===== src/rtl/writeback_pkg.sv =====
// Shared types and default widths for the MEM/WB write-back stage.
// Encodings match the decoder's resultSrc and loadType fields.
package writeback_pkg;

   localparam int DEFAULT_DATA_W     = 32;
   localparam int DEFAULT_REG_ADDR_W = 5;
   localparam int DEFAULT_CNT_W      = 32;

   typedef enum logic [1:0] {
      RES_ALU  = 2'd0,
      RES_MEM  = 2'd1,
      RES_LINK = 2'd2,
      RES_RSVD = 2'd3
   } result_src_t;

   typedef enum logic [2:0] {
      LD_LW  = 3'd0,
      LD_LB  = 3'd1,
      LD_LBU = 3'd2,
      LD_LH  = 3'd3,
      LD_LHU = 3'd4
   } load_type_t;

endpackage : writeback_pkg


===== src/rtl/writeback_stage_load_extend.sv =====
// Combinational sub-word extraction and sign/zero extension of load data.
// Little-endian byte lanes; undefined load types fall back to a full word.
module load_extend
   import writeback_pkg::*;
#(
   parameter int DATA_W = DEFAULT_DATA_W
) (
   input  logic [DATA_W-1:0] readDataW,
   input  logic [1:0]        byteOffW,
   input  logic [2:0]        loadTypeW,
   output logic [DATA_W-1:0] ext_data
);

   logic [7:0]  byte_sel;
   logic [15:0] half_sel;

   // Lane selects only look at the low 32 bits; off[0] is ignored for halves.
   always_comb begin
      byte_sel = readDataW[{byteOffW, 3'b000} +: 8];
      half_sel = byteOffW[1] ? readDataW[31:16] : readDataW[15:0];
   end

   // NOTE: every output of a combinational block is given a default first so
   // that no path leaves it unassigned, which would infer a latch.
   always_comb begin
      ext_data = readDataW;
      case (loadTypeW)
         LD_LB:   ext_data = {{(DATA_W-8){byte_sel[7]}}, byte_sel};
         LD_LBU:  ext_data = {{(DATA_W-8){1'b0}}, byte_sel};
         LD_LH:   ext_data = {{(DATA_W-16){half_sel[15]}}, half_sel};
         LD_LHU:  ext_data = {{(DATA_W-16){1'b0}}, half_sel};
         default: ext_data = readDataW;
      endcase
   end

endmodule : load_extend


===== src/rtl/writeback_stage.sv =====
// MEM/WB pipeline register, write-back result mux and retired-instruction
// counter for the 32-bit pipelined MIPS core.
module writeback_stage
   import writeback_pkg::*;
#(
   parameter int DATA_W     = DEFAULT_DATA_W,
   parameter int REG_ADDR_W = DEFAULT_REG_ADDR_W,
   parameter int CNT_W      = DEFAULT_CNT_W
) (
   input  logic                  clk,
   input  logic                  rst,
   input  logic                  stallW,
   input  logic                  flushW,
   input  logic                  validM,
   input  logic                  regWriteM,
   input  logic [1:0]            resultSrcM,
   input  logic [2:0]            loadTypeM,
   input  logic [1:0]            byteOffM,
   input  logic [DATA_W-1:0]     aluOutM,
   input  logic [DATA_W-1:0]     readDataM,
   input  logic [DATA_W-1:0]     pcPlus8M,
   input  logic [REG_ADDR_W-1:0] writeRegM,
   output logic                  validW,
   output logic                  regWriteW,
   output logic [REG_ADDR_W-1:0] writeRegW,
   output logic [DATA_W-1:0]     resultW,
   output logic [CNT_W-1:0]      retiredCount
);

   typedef struct packed {
      logic                  valid;
      logic                  reg_write;
      result_src_t           result_src;
      logic [2:0]            load_type;
      logic [1:0]            byte_off;
      logic [DATA_W-1:0]     alu_out;
      logic [DATA_W-1:0]     read_data;
      logic [DATA_W-1:0]     pc_plus8;
      logic [REG_ADDR_W-1:0] write_reg;
   } wb_reg_t;

   wb_reg_t           wb_d, wb_q;
   logic [CNT_W-1:0]  cnt_d, cnt_q;
   logic [DATA_W-1:0] load_val;

   // Flush only kills the valid/write bits; stale payload is harmless.
   always_comb begin
      wb_d = wb_q;
      if (flushW) begin
         wb_d.valid     = 1'b0;
         wb_d.reg_write = 1'b0;
      end else if (!stallW) begin
         wb_d.valid      = validM;
         wb_d.reg_write  = regWriteM;
         wb_d.result_src = result_src_t'(resultSrcM);
         wb_d.load_type  = loadTypeM;
         wb_d.byte_off   = byteOffM;
         wb_d.alu_out    = aluOutM;
         wb_d.read_data  = readDataM;
         wb_d.pc_plus8   = pcPlus8M;
         wb_d.write_reg  = writeRegM;
      end
   end

   // The instruction currently in WB leaves on any unstalled edge, flushed or not.
   always_comb begin
      cnt_d = cnt_q;
      if (wb_q.valid && !stallW) begin
         cnt_d = cnt_q + CNT_W'(1);
      end
   end

   // NOTE: state registers use non-blocking assignments so every flop samples
   // its pre-edge inputs regardless of statement order.
   always_ff @(posedge clk or posedge rst) begin
      if (rst) begin
         wb_q  <= '0;
         cnt_q <= '0;
      end else begin
         wb_q  <= wb_d;
         cnt_q <= cnt_d;
      end
   end

   load_extend #(
      .DATA_W (DATA_W)
   ) u_load_extend (
      .readDataW (wb_q.read_data),
      .byteOffW  (wb_q.byte_off),
      .loadTypeW (wb_q.load_type),
      .ext_data  (load_val)
   );

   always_comb begin
      resultW = '0;
      case (wb_q.result_src)
         RES_ALU:  resultW = wb_q.alu_out;
         RES_MEM:  resultW = load_val;
         RES_LINK: resultW = wb_q.pc_plus8;
         default:  resultW = '0;
      endcase
   end

   // Writes to register 0 are dropped here so the register file needs no guard.
   assign validW       = wb_q.valid;
   assign regWriteW    = wb_q.valid & wb_q.reg_write & (wb_q.write_reg != '0);
   assign writeRegW    = wb_q.write_reg;
   assign retiredCount = cnt_q;

endmodule : writeback_stage


===== config.mk =====
export PLATFORM = sky130hd
export DESIGN_NAME = writeback_stage
export DESIGN_NICKNAME = d
export VERILOG_FILES = /design/src/rtl/writeback_pkg.sv /design/src/rtl/writeback_stage_load_extend.sv /design/src/rtl/writeback_stage.sv
export SDC_FILE = /design/constraint.sdc
export NUM_CORES = 1
export LEC_CHECK = 0
export BUFFER_PORTS_ARGS = -buffer_cell sky130_fd_sc_hd__buf_2
export CAP_MARGIN = 20
export CORE_MARGIN = 2
export CORE_UTILIZATION = 30
export DETAILED_ROUTE_END_ITERATION = 10
export HOLD_SLACK_MARGIN = 0.12
export PLACE_DENSITY = 0.63
export SYNTH_ARGS = -nofsm -noshare
export SYNTH_HDL_FRONTEND = slang
export SYNTH_SLANG_ARGS = --single-unit

===== constraint.sdc =====
create_clock -name clk -period 3.7 [get_ports clk]
set_input_delay 0.185 -clock clk [delete_from_list [all_inputs] [get_ports clk]]
set_output_delay 0.185 -clock clk [all_outputs]
set_load 0.02 [all_outputs]

==> out/summary.txt <==
min Tclk post-route -> 3.05 ns
Min-Delay Path Class -> in2reg
Cell variety after synth -> 44
fin nets -> 965
Rows -> 55
Die Span X -> 156 µm
FFs w/ async S/R, synth -> 100%
die height -> 156 µm
period utilization -> 82.5%
skew final -> 0.00766 ns
IO Port Bufs -> 184
layout cells sized above 1 -> 40.6%
max-cap violations -> 0
Clock Power Share -> 35.6%
Initial DRT Pass Iterations -> 5
CTS HTree Levels -> 4
PwrDens -> 507 nW/µm²
Via density -> 4.89
full die area -> 24200 µm²
clock transition at the registers of the reported paths -> 0.06 ns
largest net degree at the start of global routing -> 112
Leakage -> 0.00455 µW
CTS tree -> built
RSZ-0062 raised after global routing -> false
Post-CTS Setup Repair Bufs -> 0
CP Launch Type -> flip-flop
total congestion overflow -> 0
Syn Nets -> 681
Int Pwr -> 3380 µW
Design Power -> 4990 µW
Final Setup Violations -> 0
first-pass GRT wire length -> 30500 µm
DR vias -> 5619
Switching Share -> 32.3%
vias in the first global route -> 5595
GPL Wtd Cong -> 0.811
final hold vios -> 0
Slew headroom -> 41.2%
DRC errors left -> 0
Fmax achieved -> 0.328 GHz
Synth Cell Area -> 6900 µm²
transition time of the tightest slew-check pin -> 0.881 ns
DP HPWL -> 14000 µm
drt wl/cell -> 17.4 µm
CP required -> 3.51 ns
Synthesis Warnings -> 0
initial drt markers -> 372
post-synthesis average cell area -> 12.2 µm²
Tot GR Track Use -> 16.4%
ys flop type -> dfrtp_1
CP Cell Sequence -> mux2_1 > nand2_1 > and3_1 > or4b_1 > o22ai_1 > buf_2
sequential share of the synthesized area -> 51.5%
critical path arrival -> 2.87 ns
Initial Utilization -> 30.5%
status -> completed
CP bufs+invs -> 1
P_sw -> 1610 µW
number of routed nets with antenna violations -> 0
Crit-path slowest cell -> or4b_1
core area -> 22600 µm²
Worst Setup End Kind -> output port
root buffer cell -> clkbuf_16
Top delay family on crit path -> simple AND/OR/NAND/NOR gates
Sink Count -> 142
Comb pwr share -> 25.7%
clk_lat worst skew -> 0.42 ns
maximum clock path buffer count -> 2
initial antenna violation count -> 1
gate count after technology mapping -> 566
maximum VDD drop -> 0.000241 V
Critical Path Max Stage Delay -> 0.92 ns
Seq cells post-synth -> 142
final-report max-slew violation count -> 0
Area growth, synth to finish -> 42.5%
IO Pins -> 185
Worst Path Max Fanout -> 16
cts bufs inserted -> 17
DRT Wirelength -> 20000 µm
number of synthesized flops with an enable pin -> 0
sequential share of power -> 38.6%
setup tns final -> 0 ns
CP Class -> reg2out
==> layout by cell type (no fill, tap or decap), types with 6 or more instances in the layout <==
| cell type | netlist | layout |
|---|---|---|
| o21ai_0 | 11 | 11 |
| o22ai_1 | 22 | 22 |
| o221ai_1 | 7 | 7 |
| dlygate4sd3_1 | 0 | 113 |
| buf_4 | 5 | 6 |
| nand2_1 | 17 | 17 |
| nor2_1 | 38 | 37 |
| a22oi_1 | 14 | 14 |
| mux2_2 | 106 | 106 |
| xnor2_1 | 22 | 21 |
| inv_1 | 16 | 15 |
| xor2_1 | 11 | 11 |
| clkbuf_16 | 0 | 17 |
| mux2i_1 | 49 | 49 |
| a21oi_1 | 9 | 9 |
| dfrtp_1 | 142 | 141 |
| o22ai_2 | 10 | 10 |
| buf_2 | 5 | 184 |
| nand3_1 | 13 | 13 |
==> Yosys cell counts, types with 3 or more instances <==
| cell | instances | share of area [%] |
|---|---|---|
| inv_1 | 16 | 0.87 |
| nand4_1 | 4 | 0.36 |
| o221ai_1 | 7 | 0.89 |
| nand2_1 | 17 | 0.92 |
| xnor2_1 | 22 | 2.8 |
| a22oi_1 | 14 | 1.5 |
| buf_2 | 5 | 0.36 |
| and3_1 | 3 | 0.27 |
| o21ai_0 | 11 | 0.80 |
| a21oi_1 | 9 | 0.65 |
| clkbuf_1 | 24 | 1.3 |
| o22ai_1 | 22 | 2.0 |
| nor2_1 | 38 | 2.1 |
| nor3_1 | 4 | 0.29 |
| xor2_1 | 11 | 1.4 |
| and4_1 | 4 | 0.51 |
| nand3_1 | 13 | 0.94 |
| dfrtp_1 | 142 | 51 |
| o22ai_2 | 10 | 1.8 |
| buf_4 | 5 | 0.54 |
| buf_1 | 4 | 0.22 |
| nor2b_1 | 3 | 0.27 |
| mux2i_1 | 49 | 7.1 |
| mux2_2 | 106 | 17 |
==> final timing paths <==
kind,start,end,slack (ns),depth (start not counted)
worst max-delay path,wb_q[102]$_DFFE_PP0P_,resultW[16],0.65,6
worst min-delay path,stallW,retiredCount[0]$_DFFE_PP0P_,0.26,3
worst max register to register,validW$_DFFE_PP0P_,retiredCount[17]$_DFFE_PP0P_,1.37,5
worst min register to register,retiredCount[27]$_DFFE_PP0P_,retiredCount[27]$_DFFE_PP0P_,0.48,1
max in group asynchronous,rst,wb_q[107]$_DFFE_PP0P_,2.37,4
min in group asynchronous,rst,retiredCount[6]$_DFFE_PP0P_,0.37,3
==> cells by family (layout without fill, tap and decap cells) <==
family | count (synthesis) | in the layout | synth area share [%]
multiplexers | 157 | 157 | 24.9
flip-flops | 142 | 142 | 51.5
AND/OR/NAND/NOR | 98 | 98 | 7.12
AO/OA/AOI/OAI | 78 | 78 | 8.36
buffers and inverters | 56 | 353 | 3.63
XOR/XNOR | 33 | 33 | 4.19
adder cells (fa/ha/maj) | 2 | 2 | 0.326
other | 0 | 2 | 0
==> power groups by stage <==
stage          combinational (µW)  clock (µW)  sequential, µW
2_1_floorplan                 834           0            1900
3_3_place_gp                 1180           0            1950
3_5_place_dp                 1190           0            1960
4_1_cts                      1290        1830            1930
5_1_grt                      1380        1890            1950
6_report                     1280        1780            1930
==> routing by layer <==
metal	vias to the layer above	wire length [µm]	track usage (%)
met3	18	981	4.22
met1	2808	9010	21.0
li1	2619	-	-
met2	174	9780	27.7
met4	0	258	4.41
met5	-	0	0
==> sequential cells by signal, summed over array words and instances (netlist names) <==
register,count
wb_q,104
retiredCount,32
writeRegW,5
validW,1
==> repair_timing <==
action | 4_1_cts | 5_1_grt
hold buffers | 113 | 0
hold endpoints to repair | 134 | 0
resized for setup | 0 | 0
==> tightest hold or removal path: stages <==
cell,delay [ns]
buf_2,0.15
nor2b_1,0.15
xor2_1,0.15
==> layout make-up <==
| type | instances | area, µm² |
|---|---|---|
| Fill cell | 2126 | 12800 |
| Antenna cell | 2 | 5.00 |
| Clock inverter | 13 | 154 |
| Clock buffer | 19 | 453 |
| Sequential cell | 142 | 3550 |
| Inverter | 16 | 63.8 |
| Timing Repair Buffer | 305 | 2140 |
| Multi-Input combinational cell | 368 | 3110 |
| Tap cell | 285 | 357 |
==> per-stage QoR <==
step	util (%)	cell area [µm²]	setup WS, ns	std cells	hold WS (ns)
after detailed placement	35.8	8090	1.11	1003	0.290
after global routing	43.4	9830	0.479	1149	0.276
final	43.4	9840	0.648	1150	0.256
after floorplan	-	6910	1.70	566	0.251
after CTS	43.4	9830	0.651	1148	0.246
after global placement	35.8	8090	1.16	1003	0.291
Note: power is estimated with default switching activity, not from simulation.
